## src/rtl/stacker_pkg.sv

```systemverilog
// Shared definitions for the stacker game datapath: grid geometry, the
// level-controller interface widths and the row engine state encoding.
package stacker_pkg;

   localparam int GRID_W_DEFAULT = 8;
   localparam int SPEED_WIDTH    = 11;
   localparam int NB_WIDTH       = 4;

   typedef enum logic [1:0] {
      ST_IDLE  = 2'd0,
      ST_SWEEP = 2'd1,
      ST_DONE  = 2'd2
   } sweep_state_t;

endpackage

```

## src/rtl/block_sweeper_frame_divider.sv

```systemverilog
// Divides the video frame tick down to one step pulse every spd ticks;
// the step is combinational so the caller moves on the spd-th tick itself.
module frame_divider #(
   parameter int SPEED_W = 11
) (
   input  logic               clk,
   input  logic               resetn,
   input  logic               clear,
   input  logic               tick,
   input  logic [SPEED_W-1:0] spd,
   output logic               step
);

   logic [SPEED_W-1:0] count;
   logic               at_end;

   assign at_end = (count == (spd - SPEED_W'(1)));
   assign step   = tick & at_end & ~clear;

   always_ff @(posedge clk or negedge resetn) begin
      if (!resetn) begin
         count <= '0;
      end else if (clear) begin
         count <= '0;
      end else if (tick) begin
         count <= at_end ? '0 : count + SPEED_W'(1);
      end
   end

endmodule

```

## src/rtl/block_sweeper.sv

```systemverilog
// Row engine: sweeps a run of lit blocks across one grid row and, on drop,
// intersects it with the row below to report success or failure.
module block_sweeper
   import stacker_pkg::*;
#(
   parameter int GRID_W  = GRID_W_DEFAULT,
   parameter int SPEED_W = SPEED_WIDTH,
   parameter int NB_W    = NB_WIDTH
) (
   input  logic               clk,
   input  logic               resetn,
   input  logic               frame_tick,
   input  logic               start,
   input  logic               drop,
   input  logic [SPEED_W-1:0] speed_count,
   input  logic [NB_W-1:0]    num_blocks,
   output logic [GRID_W-1:0]  row_mask,
   output logic [3:0]         row_col,
   output logic               busy,
   output logic               next_signal,
   output logic               fail,
   output logic [GRID_W-1:0]  base_mask
);

   localparam int N_W = $clog2(GRID_W + 1);

   sweep_state_t       state, state_next;
   logic               load, do_drop, tick_en, step, advance;
   logic [SPEED_W-1:0] spd_q, spd_load;
   logic [N_W-1:0]     n_q, n_load;
   logic [31:0]        nb_ext, n_sel;
   logic [GRID_W-1:0]  mask_load, overlap, mask_move;
   logic [3:0]         col_move;
   logic               dir_left, dir_move;

   always_ff @(posedge clk or negedge resetn) begin
      if (!resetn) begin
         state <= ST_IDLE;
      end else begin
         state <= state_next;
      end
   end

   // Start is honoured only outside SWEEP, so it beats a drop in DONE;
   // in SWEEP a drop beats a coincident frame tick.
   always_comb begin
      state_next = state;
      load       = 1'b0;
      do_drop    = 1'b0;
      tick_en    = 1'b0;
      case (state)
         ST_IDLE: begin
            if (start) begin
               load       = 1'b1;
               state_next = ST_SWEEP;
            end
         end
         ST_SWEEP: begin
            if (drop) begin
               do_drop    = 1'b1;
               state_next = ST_DONE;
            end else begin
               tick_en = frame_tick;
            end
         end
         ST_DONE: begin
            if (start) begin
               load       = 1'b1;
               state_next = ST_SWEEP;
            end
         end
         default: state_next = ST_IDLE;
      endcase
   end

   frame_divider #(.SPEED_W(SPEED_W)) u_divider (
      .clk    (clk),
      .resetn (resetn),
      .clear  (load),
      .tick   (tick_en),
      .spd    (spd_q),
      .step   (step)
   );

   always_comb begin
      spd_load = (speed_count == '0) ? SPEED_W'(1) : speed_count;
      nb_ext   = 32'(num_blocks);
      if (nb_ext == 32'd0) begin
         n_sel = 32'd1;
      end else if (nb_ext > 32'(GRID_W)) begin
         n_sel = 32'(GRID_W);
      end else begin
         n_sel = nb_ext;
      end
      n_load    = N_W'(n_sel);
      mask_load = '0;
      for (int i = 0; i < GRID_W; i++) begin
         mask_load[i] = (32'(i) < n_sel);
      end
   end

   // A move that would push a lit bit off either edge turns into a move
   // the other way, so the run bounces without ever pausing at the wall.
   always_comb begin
      mask_move = row_mask;
      col_move  = row_col;
      dir_move  = dir_left;
      if (!dir_left) begin
         if (row_mask[GRID_W-1]) begin
            dir_move  = 1'b1;
            mask_move = row_mask >> 1;
            col_move  = row_col - 4'd1;
         end else begin
            mask_move = row_mask << 1;
            col_move  = row_col + 4'd1;
         end
      end else begin
         if (row_mask[0]) begin
            dir_move  = 1'b0;
            mask_move = row_mask << 1;
            col_move  = row_col + 4'd1;
         end else begin
            mask_move = row_mask >> 1;
            col_move  = row_col - 4'd1;
         end
      end
   end

   assign advance = step && (n_q != N_W'(GRID_W));
   assign overlap = row_mask & base_mask;
   assign busy    = (state == ST_SWEEP);

   always_ff @(posedge clk or negedge resetn) begin
      if (!resetn) begin
         row_mask    <= '0;
         row_col     <= '0;
         dir_left    <= 1'b0;
         spd_q       <= SPEED_W'(1);
         n_q         <= N_W'(1);
         next_signal <= 1'b0;
         fail        <= 1'b0;
         base_mask   <= '1;
      end else if (load) begin
         row_mask    <= mask_load;
         row_col     <= '0;
         dir_left    <= 1'b0;
         spd_q       <= spd_load;
         n_q         <= n_load;
         next_signal <= 1'b0;
         fail        <= 1'b0;
      end else if (do_drop) begin
         if (overlap != '0) begin
            next_signal <= 1'b1;
            base_mask   <= overlap;
         end else begin
            fail        <= 1'b1;
            base_mask   <= '1;
         end
      end else if (advance) begin
         row_mask <= mask_move;
         row_col  <= col_move;
         dir_left <= dir_move;
      end
   end

endmodule
```

## config.mk

```make
export PLATFORM = sky130hd
export DESIGN_NAME = block_sweeper
export DESIGN_NICKNAME = d
export VERILOG_FILES = /design/src/rtl/stacker_pkg.sv /design/src/rtl/block_sweeper_frame_divider.sv /design/src/rtl/block_sweeper.sv
export SDC_FILE = /design/constraint.sdc
export NUM_CORES = 1
export LEC_CHECK = 0
export BUFFER_PORTS_ARGS = -buffer_cell sky130_fd_sc_hd__buf_2
export CORE_MARGIN = 2
export CORE_UTILIZATION = 45
export DETAILED_ROUTE_END_ITERATION = 8
export GPL_ROUTABILITY_DRIVEN = 0
export GPL_TIMING_DRIVEN = 0
export PLACE_DENSITY = 0.65
export SLEW_MARGIN = 0
export SYNTH_ARGS = -nofsm -noshare
export SYNTH_HDL_FRONTEND = slang
export SYNTH_SLANG_ARGS = --single-unit
export TNS_END_PERCENT = 20
```

## constraint.sdc

```tcl
create_clock -name clk -period 3.48 [get_ports clk]
set_input_delay 0.174 -clock clk [delete_from_list [all_inputs] [get_ports clk]]
set_output_delay 0.174 -clock clk [all_outputs]
set_load 0.02 [all_outputs]
```

==> reports/results.tsv <==
stage	metric	value	unit
clocking	clock_path_buffers	2	
yosys	seq_area_frac_synth	0.449	
min_path	hp-start	speed_count[3]	
power_and_ir_drop	p_switching	701	µW
power_and_ir_drop	clkPwrFrac	0.229	
floorplan	die-height	83.9	µm
floorplan	num_rows	29	
yosys	ys_seq_elements	51	
routing	routedWlPerCell	15.4	µm
global_routing	grt_max_degree	52	
cells_and_area	nets	383	
global_routing	grt_pass1_wl	11200	µm
timing	tns	0	ns
setup_path	max_stage_delay	0.54	ns
global_routing	grt_pass1_vias	2279	
setup_path	startpoint_type	flip-flop	
cells_and_area	layout_common_cells	nand2_1 (61), buf_2 (43), dfrtp_1 (41)	
power_and_ir_drop	intPower	1200	µW
yosys	synth.area.mux_share	0.0209	
power_and_ir_drop	power.density	577	nW/µm²
cells_and_area	n_antenna_cell	0	
setup_path	path_class	flip-flop to flip-flop	
routing	num_vias	2408	
setup_path	reg2reg_from	spd_q[1]	
clocking	post_cts_buffers	0	
floorplan	io_pins	43	
routing	drtIter0Drc	148	
setup_path	crit_buf_inv	2	
yosys	synthAdderAreaFrac	0.0174	
routing	drc	0	
power_and_ir_drop	switching_share	0.369	
yosys	synth_compound_area_frac	0.188	
routing	ant_nets	0	
power_and_ir_drop	leakagePower	0.00155	µW
power_and_ir_drop	vdd_drop_max	0.421	mV
yosys	syn_inst	310	
clocking	cts_inserted_buffers	5	
yosys	syn_nets	334	
timing	slew_headroom	0.226	
setup_path	worst_setup_path_end_kind	flip-flop	
yosys	yosys.area_share.simple	0.239	
placed_design	placed_cell_area	3180	µm²
power_and_ir_drop	comb_power_share	0.317	
cells_and_area	multi_input_area	1470	µm²
routing	drtPass1Iterations	4	
cells_and_area	area_growth	14.7	%
min_path	holdPathEnd	spd_q[3]	
clocking	htreeDepth	2	
routing	vias_per_cell	5.51	
yosys	ys.flop_type	dfrtp_1	
timing	fin_worst_skew	0.00910	ns
cells_and_area	final_cell_area	3290	µm²
yosys	synth_edf_count	0	
timing	fin_crit_sh	0.831	
floorplan	coreArea	6280	µm²
global_routing	grt_use_total	0.197	
min_path	hold_class	input port to flip-flop	
placed_design	portBuffers	42	
clocking	clk_pin_slew	0.10	ns
cells_and_area	regArea	1290	µm²
min_path	whs_path_depth	3	
clocking	cts_root_buf	clkbuf_8	
floorplan	chipWidth	83.9	µm
global_routing	antenna_found_initial	0	
yosys	yosysUniqueCellTypes	56	
clocking	cts-resized-gates	0	
timing	setup_viol	0	
setup_path	r2r-end	u_divider.count[8]	
cells_and_area	fillers	596	
run_status	status	completed	
floorplan	start_util	0.457	
setup_path	critPathTopFamily	simple AND/OR/NAND/NOR gates	
yosys	syn_area	2870	µm²
setup_path	crit_required	3.69	ns
clocking	cts.sinks	51	
yosys	synth_top_family_by_area	simple AND/OR/NAND/NOR gates	
setup_path	rrSetupSlack	0.59	ns
yosys	async_flop_share	1.00	
cells_and_area	layout_commonest_cell	nand2_1	
global_routing	overflow	0	
cells_and_area	drive_gt1_frac	0.228	
placed_design	place_hpwl	4920	µm
setup_path	crit_path_cell_trace	inv_1 > ha_1 > nor3b_1 > a21oi_1 > nor4b_1 > nand3_1 > nor4_4 > buf_6 > nor2_2 > a22o_1	
yosys	synth-xor-area-share	0.0458	
timing	hold_viol	0	
clocking	cts_tree	done	
power_and_ir_drop	seq_power_share	0.454	
timing	fin_crit	2.89	ns
yosys	avgSynthCellArea	9.26	µm²
setup_path	worst_path_max_delay_cell	nor3b_1	
floorplan	dieArea	7040	µm²
setup_path	critPathMaxFanout	10	
routing	routed_wl	6740	µm
clocking	clk_latency	0.32	ns
clocking	cts_hold_buf	0	
yosys	ys_warn_count	0	
timing	tightest_slew	1.16	ns
timing	slew_viol_final	0	
setup_path	arrival	3.10	ns
timing	rsz0062_at_grt	no	
run	max_cap_violations	0	
timing	fmax	346	MHz
setup_path	r2r_cells	10	
## kinds of logic after synthesis
group	Yosys count
muxes	6
AOI/OAI and AO/OA	76
and+or+nand+nor	139
xor gates and xnor gates	15
DFF	51
adders and majority gates	4
buffers and inverters	19
## area by class of cell
cell class              instances  area share
flip-flops and latches         51       0.391
inverters                       6     0.00684
repair buffers                 42      0.0638
clock buffers                   5      0.0209
clock inverters                 3      0.0144
multi-input cells             240       0.446
plain buffers                  13      0.0277
well taps                      77      0.0292
## layer usage
metal	up-vias	GRT usage	routed length, µm
li1	1203	-	-
met2	31	0.325	3260
met1	1170	0.267	3200
met5	-	0	0
met3	4	0.0376	216
met4	0	0.0528	65
## power by group through the flow
stage / Clock [µW] / Combinational, µW / Sequential, µW
2_1_floorplan: 0 / 364 / 923
3_3_place_gp: 0 / 600 / 872
3_5_place_dp: 0 / 606 / 875
4_1_cts: 443 / 609 / 863
5_1_grt: 467 / 676 / 883
6_report: 435 / 603 / 864
## registers in the layout, summed over array words and instances, names as in the netlist
register and count:
row_col 4, fail 1, spd_q 11, state 2
u_divider.count 11, n_q 4, dir_left 1, row_mask 8
next_signal 1, base_mask 8
## cells in the mapped netlist (all sizes together), types with 2 or more instances
library cell,instances,area share
o22ai,2,0.0065
clkbuf,7,0.010
dfstp,10,0.092
nand4,2,0.0044
nor2,23,0.031
dfrtp,41,0.36
xor2,6,0.018
mux2i,6,0.021
a21o,3,0.0078
nand3b,3,0.0078
a22oi,4,0.010
a32oi,2,0.0061
a211oi,3,0.011
or3,2,0.0044
nor2b,5,0.011
and2,4,0.0087
nor4b,2,0.0061
nand2,61,0.080
nand3,10,0.017
inv,6,0.0078
nor3,7,0.014
ha,4,0.017
nand2b,7,0.015
or4,4,0.013
a22o,7,0.021
buf,6,0.021
a221o,2,0.0070
a21oi,12,0.022
a31oi,4,0.0087
o21ai,18,0.031
o31ai,7,0.018
xnor2,9,0.027
and3,3,0.0065
nor4,3,0.012
a311oi,2,0.0061
o31a,2,0.0070
## worst min-delay path: stages
cell and delay [ns]:
buf_2 0.09, nand2_1 0.04, nand2_1 0.05
## metrics by stage
stage / hold WS, ns / setup slack [ns] / total power [µW] / cells / util
2_1_floorplan: -0.122 / 0.898 / 1290 / 310 / -
3_3_place_gp: 0.389 / 0.652 / 1470 / 429 / 0.506
3_5_place_dp: 0.392 / 0.653 / 1480 / 429 / 0.506
4_1_cts: 0.0625 / 0.608 / 1910 / 437 / 0.525
5_1_grt: 0.0743 / 0.242 / 2030 / 437 / 0.525
6_report: 0.0654 / 0.589 / 1900 / 437 / 0.525
## worst max path at each step
stage               cells past startpoint                  to  startpoint  slack (ns)
floorplan                               7         row_mask[3]    spd_q[1]        0.90
finish                                 10  u_divider.count[8]    spd_q[1]        0.59
global route                           10         row_mask[0]    spd_q[1]        0.24
CTS                                    10         row_mask[0]    spd_q[1]        0.61
global placement                       10  u_divider.count[8]    spd_q[1]        0.65
detailed placement                     10  u_divider.count[5]    spd_q[0]        0.65
No activity file was read; power rests on OpenSTA's default activity.
